--- config.mk ---
export PLATFORM = sky130hd
export DESIGN_NAME = control_export
export DESIGN_NICKNAME = d
export VERILOG_FILES = /design/src/rtl/control_export.sv
export SDC_FILE = /design/constraint.sdc
export NUM_CORES = 1
export LEC_CHECK = 0
export CORE_UTILIZATION = 35
export DETAILED_ROUTE_END_ITERATION = 10
export SETUP_SLACK_MARGIN = 0.4
export SKIP_CTS_REPAIR_TIMING = 1
export SLEW_MARGIN = 15
export SYNTH_ARGS = -nofsm -noshare
export SYNTH_HDL_FRONTEND = slang
export SYNTH_SLANG_ARGS = --single-unit
export TNS_END_PERCENT = 100
--- constraint.sdc ---
create_clock -name clk -period 2.8 [get_ports clk]
set_clock_uncertainty 0.15 [all_clocks]
set_input_delay 0.42 -clock clk [delete_from_list [all_inputs] [get_ports clk]]
set_output_delay 0.42 -clock clk [all_outputs]
set_load 0.05 [all_outputs]
--- src/rtl/control_export.sv ---
// rtl/control_export.sv - streams DEPTH words from a result memory through a 2-entry FIFO
//
// Purpose:
//   On start, reads addresses 0..DEPTH-1 from a memory with one cycle of read latency.
//   Each word is buffered in a 2-entry FIFO and presented on a valid/ready output port
//   in address order. Reads are only issued when the FIFO has room for them.
//
// Ports:
//   clk        clock, rising edge
//   rst        asynchronous active-high reset
//   start      begin a run (accepted only in IDLE)
//   rd_en      memory read strobe
//   rd_addr    memory read address
//   rd_data    memory read data, valid the cycle after rd_en
//   out_valid  out_data holds a word
//   out_ready  downstream accepts the word
//   out_data   exported word (0 while the FIFO is empty)
//   busy       run in progress (READ, DRAIN or FIN)
//   done       one-cycle pulse at the end of a run

module control_export #(
  parameter int DATA_W = 8,
  parameter int DEPTH  = 16,
  localparam int ADDR_W = (DEPTH > 1) ? $clog2(DEPTH) : 1
) (
  input  logic              clk,
  input  logic              rst,
  input  logic              start,
  output logic              rd_en,
  output logic [ADDR_W-1:0] rd_addr,
  input  logic [DATA_W-1:0] rd_data,
  output logic              out_valid,
  input  logic              out_ready,
  output logic [DATA_W-1:0] out_data,
  output logic              busy,
  output logic              done
);

  typedef enum logic [1:0] {
    IDLE  = 2'd0,
    READ  = 2'd1,
    DRAIN = 2'd2,
    FIN   = 2'd3
  } state_t;

  localparam logic [ADDR_W-1:0] LAST = ADDR_W'(DEPTH - 1);

  state_t            state;
  state_t            state_nxt;

  logic [DATA_W-1:0] fifo_mem [2];
  logic              wr_ptr;
  logic              rd_ptr;
  logic [1:0]        count;
  logic              in_flight;
  logic [ADDR_W-1:0] addr;
  logic [ADDR_W-1:0] xfer_cnt;

  logic              push;
  logic              pop;
  logic [1:0]        committed;
  logic              last_read;
  logic              last_xfer;
  logic              run_start;

  assign out_valid = (count != 2'd0);
  assign out_data  = out_valid ? fifo_mem[rd_ptr] : '0;
  assign rd_addr   = addr;
  assign busy      = (state != IDLE);
  assign done      = (state == FIN);

  assign push      = in_flight;
  assign pop       = out_valid && out_ready;

  // Slots that will be occupied once this cycle's pop leaves and the in-flight word
  // lands. Counting the pop lets a read issue every cycle while the output streams,
  // and still guarantees the word from a read issued now always has a slot.
  assign committed = count + {1'b0, in_flight} - {1'b0, pop};
  assign rd_en     = (state == READ) && (committed < 2'd2);

  assign last_read = rd_en && (addr == LAST);
  assign last_xfer = pop && (xfer_cnt == LAST);
  assign run_start = (state == IDLE) && start;

  always_comb begin
    state_nxt = state;
    case (state)
      IDLE:    if (start)     state_nxt = READ;
      READ:    if (last_read) state_nxt = DRAIN;
      DRAIN:   if (last_xfer) state_nxt = FIN;
      FIN:                    state_nxt = IDLE;
      default:                state_nxt = IDLE;
    endcase
  end

  always_ff @(posedge clk or posedge rst) begin
    if (rst) begin
      state <= IDLE;
    end else begin
      state <= state_nxt;
    end
  end

  // Read address and transfer counter; both restart at 0 on each run and never wrap.
  always_ff @(posedge clk or posedge rst) begin
    if (rst) begin
      addr     <= '0;
      xfer_cnt <= '0;
    end else begin
      if (run_start) begin
        addr <= '0;
      end else if (rd_en && !last_read) begin
        addr <= addr + ADDR_W'(1);
      end

      if (run_start) begin
        xfer_cnt <= '0;
      end else if (pop && !last_xfer) begin
        xfer_cnt <= xfer_cnt + ADDR_W'(1);
      end
    end
  end

  // Pointer/occupancy state. Clearing in_flight on reset drops any read still in
  // flight, so its data never enters the FIFO.
  always_ff @(posedge clk or posedge rst) begin
    if (rst) begin
      in_flight <= 1'b0;
      wr_ptr    <= 1'b0;
      rd_ptr    <= 1'b0;
      count     <= 2'd0;
    end else begin
      in_flight <= rd_en;
      if (push) wr_ptr <= ~wr_ptr;
      if (pop)  rd_ptr <= ~rd_ptr;
      count <= count + {1'b0, push} - {1'b0, pop};
    end
  end

  // Storage needs no reset: out_data is forced to 0 while the FIFO is empty.
  always_ff @(posedge clk) begin
    if (push) begin
      fifo_mem[wr_ptr] <= rd_data;
    end
  end

endmodule

== After elaboration in Yosys (flattened, before gate mapping) ==
Memories as Yosys holds them, arrays and structs flattened.
Index checks and enable logic that the tools add are counted.

* $add $sub $neg: 4
* Magnitude comparators: 1
* Equal/unequal tests: 8
* Muxes and demuxes: 11
* Bitwise logic cells: 2
* Reduce and logical (&&, ||, !) cells: 15

{| class="wikitable"
|+ Operator list
! cell !! count
|-
| $mux 4 || 4
|-
| $add 4x1->4 const B || 2
|-
| $eq 4x4->1 const B || 2
|-
| $mux 8 || 1
|-
| $pmux 2 s4 || 1
|-
| $reduce_bool 2->1 || 4
|-
| $logic_and 1x1->1 || 7
|-
| $mux 2 || 3
|-
| $ne 2x2->1 const B || 3
|-
| $eq 2x2->1 const B || 2
|-
| $reduce_and 3->1 || 1
|-
| $add 2x1->2 || 1
|-
| $eq 2x1->1 const B || 1
|-
| $logic_not 1->1 || 2
|-
| $logic_not 2->1 || 1
|-
| $lt 2x2->1 const B || 1
|-
| $mux 1 || 2
|-
| $not 1->1 || 2
|-
| $sub 2x1->2 || 1
|}

* Register bits after elaboration: 15
* Memory bits (writable): 16
* Output and inout port bits: 16
* Word-level logic and storage cells: 49
* Memories kept: 1

{| class="wikitable"
|+ Memories
! name !! words !! width !! rd ports !! clocked after Yosys merged registers in !! wr ports !! line !! text
|-
| fifo_mem || 2 || 8 || 1 || 0 || 1 || 51 || <nowiki>logic [DATA_W-1:0] fifo_mem [2];</nowiki>
|}

== Longest topological paths before layout ==
* Word-level depth: 10
* Mapped depth: 9
* Mapped depth without buffers: 9

== Worst setup path before layout ==
OpenSTA, ideal clock, no wires.

* Path type: register -> output
* From: register count[0]
* To: output rd_en
* Data arrival time: 1.979 ns
* Path slack: 0.251 ns
* Cell stages (with the launch flop): 8
* Path through: dfrtp_1 > o21ai_0 > inv_1 > ha_1 > inv_1 > ha_1 > xnor3_2 > and2_1

* Word-level cells in the longest chain between the ends: 5
* Elaborated cells on any way between the ends: 6

{| class="wikitable"
|+ Ends and longest elaborated chain
! what !! line !! text
|-
| start: declaration || 54 || <nowiki>logic [1:0] count;</nowiki>
|-
| start signal: assignment || 136 || <nowiki>count <= count + {1'b0, push} - {1'b0, pop};</nowiki>
|-
| $reduce_bool 2->1 || 66 || <nowiki>assign out_valid = (count != 2'd0);</nowiki>
|-
| $logic_and 1x1->1 || 73 || <nowiki>assign pop = out_valid && out_ready;</nowiki>
|-
| net pop || 60 || <nowiki>logic pop;</nowiki>
|-
| $sub 2x1->2 || 78 || <nowiki>assign committed = count + {1'b0, in_flight} - {1'b0, pop};</nowiki>
|-
| $lt 2x2->1 || 79 || <nowiki>assign rd_en = (state == READ) && (committed < 2'd2);</nowiki>
|-
| $logic_and 1x1->1 || 79 ||
|-
| end: declaration || 29 || <nowiki>output logic rd_en,</nowiki>
|}

The timed path passes the listed nets, and every way through them passes these cells.

== Final worst setup path ==
Same ends and word-level chain as after synthesis.

==> flow_metrics.env <==
export IMPL_h_tree_depth=2
export IMPL_initialDrtViolationCount=33
export IMPL_hold_violations=0
export IMPL_reg2reg_slack_ns=0.43
export IMPL_overflow=0
export IMPL_crit_chain="o21ai_2 -> inv_2 -> ha_4 -> inv_2 -> ha_4 -> xnor3_2 -> and2_4 -> buf_12"
export IMPL_finalSetupTns_ns=0
export IMPL_fp_coreArea_um2=3770
export IMPL_maxCapViolCount=0
export IMPL_cpPeakStageDelay_ns=0.44
export IMPL_crit_buf_inv=3
export IMPL_fp_dieH_um=65.5
export IMPL_syn_avg_cell_area_um2=12.8
export IMPL_grt_max_degree=16
export IMPL_ant_nets=0
export IMPL_setup_viol=0
export IMPL_synthCells=110
export IMPL_area_growth_pct=39.0
export IMPL_critPathCaptureType="output port"
export IMPL_min_path_cells=1
export IMPL_cts_sinks=31
export IMPL_cp_top_family="flip-flops"
export IMPL_clock_latency_ns=0.27
export IMPL_grt_first_pass_wirelength_um=4220
export IMPL_grt_pass1_vias=917
export IMPL_slew_headroom_pct=53.0
export IMPL_yosysWarningCount=0
export IMPL_yosysSeqAreaShare_pct=60.7
export IMPL_final_nets=169
export IMPL_period_share_pct=90.8
export IMPL_worstHoldStart="in_flight"
export IMPL_totalWireLength_um=2670
export IMPL_rsz0062_at_grt="true"
export IMPL_cts_buffer_depth=2
export IMPL_antenna_found_initial=0
export IMPL_path_max_fanout=3
export IMPL_drc=0
export IMPL_most_common_layout_cells="20 x nor2_1, 16 x edfxtp_1, 16 x clkdlybuf4s50_1, 14 x dfrtp_1"
export IMPL_firstDrtPassIters=4
export IMPL_reg2reg_depth=10
export IMPL_root_buffer="clkbuf_8"
export IMPL_min_period_ns=2.54
export IMPL_hold_class="reg2reg"
export IMPL_syn_nets=131
export IMPL_vias=896
export IMPL_status="complete, no violations"
export IMPL_yosysUniqueCellTypes=22
export IMPL_netlist_area_um2=1410
export IMPL_tightest_slew_ns=0.703
export IMPL_synth_seq_cells=31
export IMPL_die_area_um2=4290
export IMPL_rows=22
export IMPL_required_ns=2.23
export IMPL_fin_ws_ns=0.258
export IMPL_die_w_um=65.5
export IMPL_grt_total_usage_pct=13.4
export IMPL_wl_per_cell_um=13.6
export IMPL_maxSlewViolCount=0
export IMPL_worstPathArrival_ns=1.97
export IMPL_p_leak_uw=0.000948
export IMPL_gp_congestion=0.751
export IMPL_mostFrequentLayoutCell="nor2_1"
export IMPL_clkTransAtPathRegs_ns=0.06
export IMPL_cpMaxStageDelayCell="dfrtp_1"
export IMPL_n_antenna_cell=0
export IMPL_dpl_hpwl_um=1840
export IMPL_r2r_end="state[1]"
export IMPL_num_io_pins=28
export IMPL_max_freq_ghz=0.393
export IMPL_cts_tree="done"
export IMPL_layout_drive_gt1_share_pct=16.1
export IMPL_power_uw=2450
export IMPL_numCtsBuffers=5
export IMPL_viasPerCell=4.55
export IMPL_min_to="wr_ptr"
export IMPL_initial_utilization_pct=37.4
export IMPL_dp_slack_ns=0.0709
export IMPL_start_kind="flip-flop"
export IMPL_r2r_start="count[0]"
export IMPL_ir_drop_mv=0.599
export IMPL_critical_path_class="reg2out"
export IMPL_portBuffers=27
export IMPL_powerDensity_nw_per_um2=1250
## per-stage QoR
| stage | instances | cell area (µm²) | hold WS, ns | util [%] |
|---|---|---|---|---|
| 2_1_floorplan | 110 | 1410 | 0.171 | - |
| 3_3_place_gp | 186 | 1770 | 0.317 | 46.8 |
| 3_5_place_dp | 186 | 1770 | 0.329 | 46.8 |
| 4_1_cts | 194 | 1870 | 0.331 | 49.7 |
| 5_1_grt | 197 | 1960 | 0.364 | 52.0 |
| 6_report | 197 | 1960 | 0.328 | 52.0 |
## worst reg2reg max path: cells and delay by family, from the launching register on
| kind | cells | cell delay (ns) |
|---|---|---|
| flops | 1 | 0.44 |
| fa+ha+maj | 2 | 0.42 |
| compound gates | 2 | 0.40 |
| mux | 1 | 0.35 |
| buf+inv | 3 | 0.24 |
| xor+xnor | 1 | 0.21 |
| simple gates | 1 | 0.05 |
## metal layers
metal	share of wire [%]	track usage, %	vias up	wire length (µm)
met5	0	0	-	0
met3	5.7	5.21	5	153
met1	42	15.3	419	1120
li1	-	-	449	-
met2	51	22.8	23	1370
met4	1.2	4.08	0	31
## state kept, by name, indices dropped and copies added, names as in the netlist
register and flops:
fifo_mem 16, rd_addr 4, xfer_cnt 4, count 2, state 2, in_flight 1
rd_ptr 1, wr_ptr 1
## cells by family after synthesis
family                   after synthesis  share of synthesized area, %
adder cells (fa/ha/maj)                9                          7.99
AND/OR/NAND/NOR                       34                          11.1
buffers and inverters                 11                          2.93
multiplexers                          11                          7.90
XOR/XNOR                               9                          6.65
AO/OA/AOI/OAI                          5                          2.75
flip-flops                            31                          60.7
## synthesized netlist by cell type
| cell | count | area (µm²) |
|---|---|---|
| a211oi_2 | 1 | 12.5 |
| a21oi_1 | 1 | 5.00 |
| a2bb2oi_1 | 1 | 8.76 |
| and2_1 | 4 | 25.0 |
| and3_1 | 2 | 12.5 |
| buf_1 | 1 | 3.75 |
| clkbuf_1 | 1 | 3.75 |
| dfrtp_1 | 15 | 375 |
| edfxtp_1 | 16 | 480 |
| ha_1 | 9 | 113 |
| inv_1 | 9 | 33.8 |
| mux2_1 | 1 | 11.3 |
| mux2i_1 | 10 | 100 |
| nand2b_1 | 1 | 6.26 |
| nand3_1 | 5 | 25.0 |
| nand4_1 | 2 | 12.5 |
| nor2_1 | 20 | 75.1 |
| o21a_1 | 1 | 7.51 |
| o21ai_0 | 1 | 5.00 |
| xnor2_1 | 2 | 17.5 |
| xnor3_2 | 1 | 23.8 |
| xor2_1 | 6 | 52.6 |
## power breakdown
group          internal, µW  total, µW  switching [µW]  leakage, µW
Combinational           552       1300             749     0.000559
Sequential              612        735             123     0.000333
Clock                   260        419             159    0.0000556
Total                  1420       2450            1030     0.000948
## layout make-up
| class | count | area (µm²) |
|---|---|---|
| clock buffers | 5 | 68.8 |
| clock inverters | 3 | 38.8 |
| fillers | 323 | 1810 |
| inverters | 9 | 33.8 |
| multi-input cells | 68 | 552 |
| flip-flops and latches | 31 | 857 |
| well taps | 48 | 60.1 |
| repair buffers | 33 | 350 |
## worst max path at each step
stage,from,endpoint,cells past startpoint
CTS,out_ready,rd_en,9
floorplan,count[0],state[1],9
global placement,out_ready,rd_en,9
global route,count[0],rd_en,8
finish,count[0],rd_en,8
detailed placement,out_ready,rd_en,9
Power figures use the tool's default switching activity.
